<file path="src/rtl/axis_bram_reader_m00_axis.sv">
// AXI-Stream master that streams BASE_ADDR..BASE_ADDR+LEN-1 of a block RAM with a credit-guarded prefetch FIFO.
// Define BRAM_OUTREG_EN when the BRAM output register is enabled (read latency 2 instead of 1).
module axis_bram_reader_m00_axis #(
   parameter int C_M_AXIS_TDATA_WIDTH = 32,
   parameter int C_ADDR_WIDTH         = 10,
   parameter int C_LEN_WIDTH          = 11
) (
   input  logic                                M_AXIS_ACLK,
   input  logic                                M_AXIS_ARESET,
   output logic                                M_AXIS_TVALID,
   output logic [C_M_AXIS_TDATA_WIDTH-1:0]     M_AXIS_TDATA,
   output logic [(C_M_AXIS_TDATA_WIDTH/8)-1:0] M_AXIS_TSTRB,
   output logic                                M_AXIS_TLAST,
   input  logic                                M_AXIS_TREADY,
   input  logic                                START,
   input  logic [C_ADDR_WIDTH-1:0]             BASE_ADDR,
   input  logic [C_LEN_WIDTH-1:0]              LEN,
   output logic                                BUSY,
   output logic                                DONE,
   output logic                                BRAM_EN,
   output logic [C_ADDR_WIDTH-1:0]             BRAM_ADDR,
   input  logic [C_M_AXIS_TDATA_WIDTH-1:0]     BRAM_DIN
);

`ifdef BRAM_OUTREG_EN
   localparam int L = 2;
`else
   localparam int L = 1;
`endif
   localparam int D = L + 1;

   localparam logic [1:0] S_IDLE   = 2'd0;
   localparam logic [1:0] S_STREAM = 2'd1;
   localparam logic [1:0] S_FINISH = 2'd2;

   logic [1:0]                      state_q, state_d;
   logic [C_ADDR_WIDTH-1:0]         base_q, base_d;
   logic [C_LEN_WIDTH-1:0]          len_q, len_d;
   logic [C_LEN_WIDTH-1:0]          iss_q, iss_d;
   logic [C_LEN_WIDTH-1:0]          beat_q, beat_d;
   logic [L-1:0]                    vld_q, vld_d;
   logic [C_M_AXIS_TDATA_WIDTH-1:0] fifo_q [D];
   logic [1:0]                      wr_ptr_q, rd_ptr_q, cnt_q;
   logic [1:0]                      inflight;
   logic [2:0]                      occ_sum;
   logic [C_M_AXIS_TDATA_WIDTH-1:0] head;
   logic                            pop, push, issue, last_beat, fifo_nempty;

   assign fifo_nempty = (cnt_q != 2'd0);
   assign pop         = fifo_nempty && M_AXIS_TREADY;
   assign push        = vld_q[L-1];
   assign last_beat   = fifo_nempty && (beat_q == len_q - C_LEN_WIDTH'(1));

   always_comb begin
      inflight = '0;
      for (int i = 0; i < L; i++) inflight = inflight + 2'(vld_q[i]);
   end

   // Everything already issued but not yet popped must fit in the FIFO.
   assign occ_sum = 3'(cnt_q) + 3'(inflight);
   assign issue   = (state_q == S_STREAM) && (iss_q < len_q) && (occ_sum < 3'(D) + 3'(pop));

   generate
      for (genvar gi = 0; gi < L; gi++) begin : g_vld
         if (gi == 0) begin : g_first
            assign vld_d[gi] = issue;
         end else begin : g_rest
            assign vld_d[gi] = vld_q[gi-1];
         end
      end
   endgenerate

   always_comb begin
      state_d = state_q;
      base_d  = base_q;
      len_d   = len_q;
      iss_d   = iss_q;
      beat_d  = beat_q;
      case (state_q)
         S_IDLE: begin
            if (START) begin
               base_d  = BASE_ADDR;
               len_d   = LEN;
               iss_d   = '0;
               beat_d  = '0;
               state_d = S_STREAM;
            end
         end
         S_STREAM: begin
            if (issue) iss_d = iss_q + C_LEN_WIDTH'(1);
            if (pop)   beat_d = beat_q + C_LEN_WIDTH'(1);
            // An empty packet passes through here for one cycle so DONE lands two cycles after START.
            if ((len_q == '0) || (pop && last_beat)) state_d = S_FINISH;
         end
         S_FINISH: state_d = S_IDLE;
         default:  state_d = S_IDLE;
      endcase
   end

   always_ff @(posedge M_AXIS_ACLK or posedge M_AXIS_ARESET) begin
      if (M_AXIS_ARESET) begin
         state_q  <= S_IDLE;
         base_q   <= '0;
         len_q    <= '0;
         iss_q    <= '0;
         beat_q   <= '0;
         vld_q    <= '0;
         wr_ptr_q <= '0;
         rd_ptr_q <= '0;
         cnt_q    <= '0;
      end else begin
         state_q <= state_d;
         base_q  <= base_d;
         len_q   <= len_d;
         iss_q   <= iss_d;
         beat_q  <= beat_d;
         vld_q   <= vld_d;
         if (push) wr_ptr_q <= (wr_ptr_q == 2'(D-1)) ? 2'd0 : wr_ptr_q + 2'd1;
         if (pop)  rd_ptr_q <= (rd_ptr_q == 2'(D-1)) ? 2'd0 : rd_ptr_q + 2'd1;
         cnt_q <= cnt_q + 2'(push) - 2'(pop);
      end
   end

   generate
      for (genvar gi = 0; gi < D; gi++) begin : g_fifo
         always_ff @(posedge M_AXIS_ACLK or posedge M_AXIS_ARESET) begin
            if (M_AXIS_ARESET)
               fifo_q[gi] <= '0;
            else if (push && (wr_ptr_q == 2'(gi)))
               fifo_q[gi] <= BRAM_DIN;
         end
      end
   endgenerate

   always_comb begin
      head = '0;
      for (int i = 0; i < D; i++)
         if (rd_ptr_q == 2'(i)) head = fifo_q[i];
   end

   assign M_AXIS_TVALID = fifo_nempty;
   assign M_AXIS_TDATA  = fifo_nempty ? head : '0;
   assign M_AXIS_TSTRB  = '1;
   assign M_AXIS_TLAST  = last_beat;
   assign BUSY          = (state_q != S_IDLE);
   assign DONE          = (state_q == S_FINISH);
   assign BRAM_EN       = issue;
   assign BRAM_ADDR     = base_q + C_ADDR_WIDTH'(iss_q);

endmodule

</file>
<file path="config.mk">
export PLATFORM = sky130hd
export DESIGN_NAME = axis_bram_reader_m00_axis
export DESIGN_NICKNAME = d
export VERILOG_FILES = /design/src/rtl/axis_bram_reader_m00_axis.sv
export SDC_FILE = /design/constraint.sdc
export NUM_CORES = 1
export LEC_CHECK = 0
export CAP_MARGIN = 20
export CELL_PAD_IN_SITES_DETAIL_PLACEMENT = 1
export CELL_PAD_IN_SITES_GLOBAL_PLACEMENT = 1
export CORE_UTILIZATION = 42
export CTS_CLUSTER_DIAMETER = 150
export DETAILED_ROUTE_END_ITERATION = 12
export PLACE_DENSITY = 0.8
export SYNTH_ARGS = -nofsm -noshare
export SYNTH_HDL_FRONTEND = slang
export SYNTH_SLANG_ARGS = --single-unit
</file>
<file path="constraint.sdc">
create_clock -name M_AXIS_ACLK -period 4.3 [get_ports M_AXIS_ACLK]
set_input_delay 0.43 -clock M_AXIS_ACLK [delete_from_list [all_inputs] [get_ports M_AXIS_ACLK]]
set_output_delay 0.43 -clock M_AXIS_ACLK [all_outputs]
set_load 0.05 [all_outputs]
</file>
==> results of run 1 <==
[critical path: stages, from the launching register on]
cell             delay [ps]
dfrtp_1                 460
inv_1                   130
ha_1                    310
nor4b_4                 470
nand3_2                 150
a211oi_2                220
o21ai_1                 140
a2111oi_4               440
clkdlybuf4s50_1         870
[synth_stat cells (3+ instances only)]
cell      count  area [um2]
a21boi_0      3        22.5
a21o_1        4        30.0
a21oi_1      15        75.1
and3_1        3        18.8
buf_1         6        22.5
buf_4         5        37.5
clkbuf_1     15        56.3
dfrtp_1     116        2900
ha_1         26         325
inv_1        25        93.8
mux2_2       64         721
mux2i_1      33         330
nand2_1      55         206
nand2b_1      5        31.3
nand3_1       7        35.0
nand4_1       9        56.3
nor2_1       57         214
nor2b_1       5        31.3
nor3_1       15        75.1
o211ai_1      5        37.5
o21ai_0      24         120
or3_1         3        18.8
xnor2_1      21         184
xor2_1       16         140
[registers in the layout, indices dropped and copies added, names as in the netlist]
name	cells
base_q	10
state_q	2
push	1
wr_ptr_q	2
rd_ptr_q	2
len_q	11
cnt_q	2
fifo_q	64
beat_q	11
iss_q	11
[area by class of cell]
class | instances | area [um2] | area share, %
Multi-Input combinational cell | 412 | 3060 | 38.2
Clock inverter | 9 | 129 | 1.61
Tap cell | 180 | 225 | 2.82
Inverter | 25 | 96.3 | 1.21
Sequential cell | 116 | 2900 | 36.3
Clock buffer | 22 | 464 | 5.81
Timing Repair Buffer | 112 | 1120 | 14.0
[per-layer routing]
metal  GRT usage, %  vias up  wire [um]  part of all wire, %
met5              0        -          0                    0
met4           8.36        0        264                  1.6
met3           4.34       18        547                  3.4
met2           41.1       98       8400                   52
met1           28.7     2422       7020                   43
li1               -     2218          -                    -
[kinds of logic after synthesis]
group / after synthesis
adder cells (fa/ha/maj): 27
multiplexers: 97
AO/OA/AOI/OAI: 71
AND/OR/NAND/NOR: 176
flip-flops: 116
buffers and inverters: 54
XOR/XNOR: 37
other: 1
[per-stage QoR]
step	std cells	area [um2]	hold slack, ps	setup WS (ps)	util [%]
after global placement	844	7370	472	817	52.1
after global routing	876	7990	518	100	56.5
after detailed placement	845	7400	475	780	52.3
after CTS	876	7990	492	265	56.5
after floorplan	582	6200	452	798	-
final	876	7990	488	246	56.5
[cell usage in the layout, fill, tap and decap left out, types with 4 or more instances in the layout]
cell | netlist | final
o21ai_0 | 24 | 24
mux2i_1 | 33 | 33
dfrtp_1 | 116 | 115
ha_1 | 26 | 26
buf_4 | 5 | 8
clkbuf_16 | 0 | 17
nand2b_1 | 5 | 5
o211ai_1 | 5 | 5
clkdlybuf4s50_1 | 0 | 103
nor2_1 | 57 | 57
xnor2_1 | 21 | 21
nand2_1 | 55 | 55
nor2b_1 | 5 | 5
nor3_1 | 15 | 14
xor2_1 | 16 | 16
nand4_1 | 9 | 9
nand3_1 | 7 | 7
conb_1 | 1 | 4
mux2_2 | 64 | 64
a21o_1 | 4 | 4
inv_1 | 25 | 24
a21oi_1 | 15 | 15
[path summary, 6_finish.rpt]
path,startpoint,endpoint,cells after the start
hold reg to reg,base_q[7],base_q[7],2
hold / removal,base_q[7],base_q[7],2
setup / recovery,len_q[0],M_AXIS_TLAST,8
min in group asynchronous,M_AXIS_ARESET,rd_ptr_q[1],2
setup reg to reg,len_q[0],state_q[0],9
max in group asynchronous,M_AXIS_ARESET,fifo_q[42],3
==> impl_metrics.yaml, run 1 <==
grt:
  grt_max_degree: 76
  antenna_found_initial: 0
  grt_pass1_vias: 5276
  gr-usage-all-layers_pct: 23.5
  grt_pass1_wl_um: 27000
  overflow: 0
yosys:
  synth_cells: 579
  synth-seq-area-share_pct: 46.9
  synth-compound-area-share_pct: 7.66
  synth_edf_count: 0
  synth_top_family_by_area: "multiplexers"
  synth_xor_area_share_pct: 5.24
  synthSimpleGateAreaFrac_pct: 13.6
  synthMuxAreaShare_pct: 17.0
  synthArstFlopShare_pct: 100
  synth_seq_cells: 116
  synth_warnings: 0
  ys.flop_type: "dfrtp_1"
  synthAdderAreaFrac_pct: 5.58
  synth.avg_cell_area_um2: 10.7
  syn_area_mm2: 0.00619
  ys_types: 59
floorplanning:
  core_area_mm2: 0.0141
  num_rows: 43
  fp.dieArea_mm2: 0.0152
  die_h_um: 123
  ioPinCount: 108
  start_util_pct: 43.7
  fp.dieW_um: 123
clocking:
  htreeDepth: 4
  clock-sinks: 116
  cts_tree: "built"
  cts_root_buffer: "clkbuf_16"
  cts_setup_buffers: 0
  cts_resized: 0
  cts_made_buffers: 17
  cts_hold_buf: 0
  clock_latency_ps: 420
  clk_pin_slew_ps: 60
  clk_path_buf_depth: 2
timing:
  finalMaxSlewViolations: 0
  rsz0062_at_grt: "no"
  fmax_ghz: 0.247
  finalHoldViolCount: 0
  tightest_slew_ps: 1070
  period_minus_slack_ps: 4050
  setup_tns_ps: 0
  period_share_pct: 94.3
  finalSetupViolations: 0
  relSlewSlack_pct: 29.0
  clock_skew_ps: 7.52
route:
  routed-via-count: 4756
  first_pass_iters: 4
  ant_nets: 0
  viasPerCell: 5.43
  drc: 0
  wl_um: 16200
  wl_per_cell_um: 18.5
  drt_iter0_markers: 206
place:
  place_hpwl_um: 11100
  port_buffers: 103
  place.gp.congestion: 0.816
hold_path:
  min_path_type: "reg -> reg"
worst_setup_path:
  critPathMaxFanout: 7
  crit_required_ps: 3870
  setup.worst_path.class: "reg -> out"
  rrSetupSlack_ps: 1510
  crit_path_end_kind: "output port"
  critPathArrivalTime_ps: 3620
  crit_path_start_kind: "flip-flop"
layout:
  drive_above_1_share_pct: 16.5
  antennaDiodeCount: 0
  nFillCells: 1501
  syn_to_final_growth_pct: 29.2
  final_nets: 768
run:
  max-cap-violations: 0
run_status:
  status: "complete, no violations"
Power of run 1 is left out: the tool's default activity adds up to more than one toggle a clock period on the data nets, which glitch-free logic cannot reach.
==> inputs of run 2 (changes only) <==
--- a/config.mk
+++ b/config.mk
@@ -11,6 +11,7 @@
 export CORE_UTILIZATION = 42
 export CTS_CLUSTER_DIAMETER = 150
 export DETAILED_ROUTE_END_ITERATION = 12
+export HOLD_SLACK_MARGIN = 0.02
 export PLACE_DENSITY = 0.8
 export SYNTH_ARGS = -nofsm -noshare
 export SYNTH_HDL_FRONTEND = slang
==> results of run 2 <==
The final DEF is identical to that of run 1; final timing and power are the same.
Power of run 2 is left out for the same reason.
==> inputs of run 3 (changes only) <==
--- a/config.mk
+++ b/config.mk
@@ -8,11 +8,12 @@
 export CAP_MARGIN = 20
 export CELL_PAD_IN_SITES_DETAIL_PLACEMENT = 1
 export CELL_PAD_IN_SITES_GLOBAL_PLACEMENT = 1
-export CORE_UTILIZATION = 42
+export CORE_UTILIZATION = 45
 export CTS_CLUSTER_DIAMETER = 150
 export DETAILED_ROUTE_END_ITERATION = 12
 export HOLD_SLACK_MARGIN = 0.02
-export PLACE_DENSITY = 0.8
+export MAX_ROUTING_LAYER = met4
+export PLACE_DENSITY = 0.85
 export SYNTH_ARGS = -nofsm -noshare
 export SYNTH_HDL_FRONTEND = slang
 export SYNTH_SLANG_ARGS = --single-unit
==> constraint.sdc (replaced) <==
create_clock -name M_AXIS_ACLK -period 5.15 [get_ports M_AXIS_ACLK]
set_input_delay 0.515 -clock M_AXIS_ACLK [delete_from_list [all_inputs] [get_ports M_AXIS_ACLK]]
set_output_delay 0.515 -clock M_AXIS_ACLK [all_outputs]
set_load 0.05 [all_outputs]
==> impl_metrics.yaml, run 3 (synthesis gave the netlist of run 1 again) <==
worst_setup_path:
  critPathArrivalTime_ps: 3620
  crit_path_end_kind: "output port"
  cpMostUsedCell: "a21oi_1"
  crit_required_ps: 4640
  rrSetupSlack_ps: 2420
  crit_slowest_cell: "clkdlybuf4s50_1"
  rr_startpoint: "len_q[0]"
  critPathMaxFanout: 7
  path_cells: "ha_1 -> a21o_1 -> a21oi_1 -> o21ai_0 -> or4_1 -> a41o_1 -> a21oi_1 -> xnor2_1 -> clkdlybuf4s50_1"
  critPathMaxStageDelay_ps: 810
  crit_buf_inv: 1
  crit_path_start_kind: "flip-flop"
  crit_family: "compound AO/OA/AOI/OAI gates"
  r2r_end: "state_q[0]"
  setup.worst_path.class: "reg -> out"
  r2r_cells: 9
timing:
  finalSetupViolations: 0
  setup_tns_ps: 0
  tightest_slew_ps: 1060
  relSlewSlack_pct: 29.2
  clock_skew_ps: 9.09
  period_minus_slack_ps: 4140
  period_share_pct: 80.3
  rsz0062_at_grt: "no"
  finalMaxSlewViolations: 0
  finalHoldViolCount: 0
  fmax_ghz: 0.242
layout:
  syn_to_final_growth_pct: 28.6
  layout_common_cells: "115 x dfrtp_1, 103 x clkdlybuf4s50_1, 64 x mux2_2, 57 x nor2_1, 55 x nand2_1"
  antennaDiodeCount: 0
  final_nets: 766
  layout_commonest_cell: "dfrtp_1"
  largest-register: "fifo_q"
  nFillCells: 1435
  largest_register_ffs: 64
  drive_above_1_share_pct: 16.3
floorplanning:
  num_rows: 42
  core_area_mm2: 0.0133
  ioPinCount: 108
  start_util_pct: 46.4
  die_h_um: 119
  fp.dieArea_mm2: 0.0142
  fp.dieW_um: 119
route:
  routed-via-count: 4775
  viasPerCell: 5.48
  drc: 0
  first_pass_iters: 4
  wl_per_cell_um: 19.0
  wl_um: 16500
  ant_nets: 0
  drt_iter0_markers: 237
run_status:
  status: "complete, no violations"
clocking:
  htreeDepth: 4
  cts_setup_buffers: 0
  cts_resized: 0
  clock_latency_ps: 420
  cts_tree: "built"
  clk_pin_slew_ps: 50
  cts_made_buffers: 17
  cts_root_buffer: "clkbuf_16"
  clock-sinks: 116
  clk_path_buf_depth: 2
  cts_hold_buf: 0
grt:
  grt_pass1_wl_um: 27600
  overflow: 0
  antenna_found_initial: 0
  grt_pass1_vias: 5388
  grt_max_degree: 72
  gr-usage-all-layers_pct: 26.0
place:
  port_buffers: 103
  place_hpwl_um: 11200
  place.gp.congestion: 0.848
hold_path:
  hold_path_depth: 2
  worstHoldEndpoint: "base_q[3]"
  worstHoldStart: "base_q[3]"
  min_path_type: "reg -> reg"
run:
  max-cap-violations: 0
==> run 3: how the worst max path moves through the flow <==
stage,to,depth (start not counted),from
final,BRAM_ADDR[9],9,iss_q[1]
after global routing,BRAM_ADDR[9],9,iss_q[1]
after CTS,BRAM_ADDR[9],9,iss_q[1]
after detailed placement,BRAM_ADDR[9],9,iss_q[1]
after global placement,BRAM_ADDR[9],9,iss_q[1]
after floorplan,base_q[0],1,M_AXIS_ARESET
==> run 3: tightest hold or removal path, cell delays in order, from the launching register on <==
cell	delay, ps
dfrtp_1	340
nand2_1	50
nand2_1	50
==> run 3: per-stage QoR <==
stage	instance area, um2	std cells	hold WS, ps	setup slack, ps	util [%]
6_report	7960	871	480	1010	59.6
5_1_grt	7960	871	520	884	59.6
4_1_cts	7930	870	488	997	59.4
3_5_place_dp	7350	838	478	1550	55.1
3_3_place_gp	7350	838	470	1580	55.1
2_1_floorplan	6200	582	452	1560	-
==> run 3: cell type report <==
type,count,area [um2],share of cell area [%]
clock buffers,24,482,6.05
clock inverters,8,100,1.26
inverters,25,96.3,1.21
multi-input cells,412,3060,38.4
flip-flops and latches,116,2900,36.5
well taps,176,220,2.77
repair buffers,110,1100,13.9
==> run 3: metal layers <==
layer	up-vias	wire length [um]	GRT usage (%)
met2	113	8570	44.5
met1	2401	6830	28.8
li1	2217	-	-
met3	44	602	4.50
met4	0	549	13.7
met5	-	0	-
Power of run 3 is left out for the same reason.
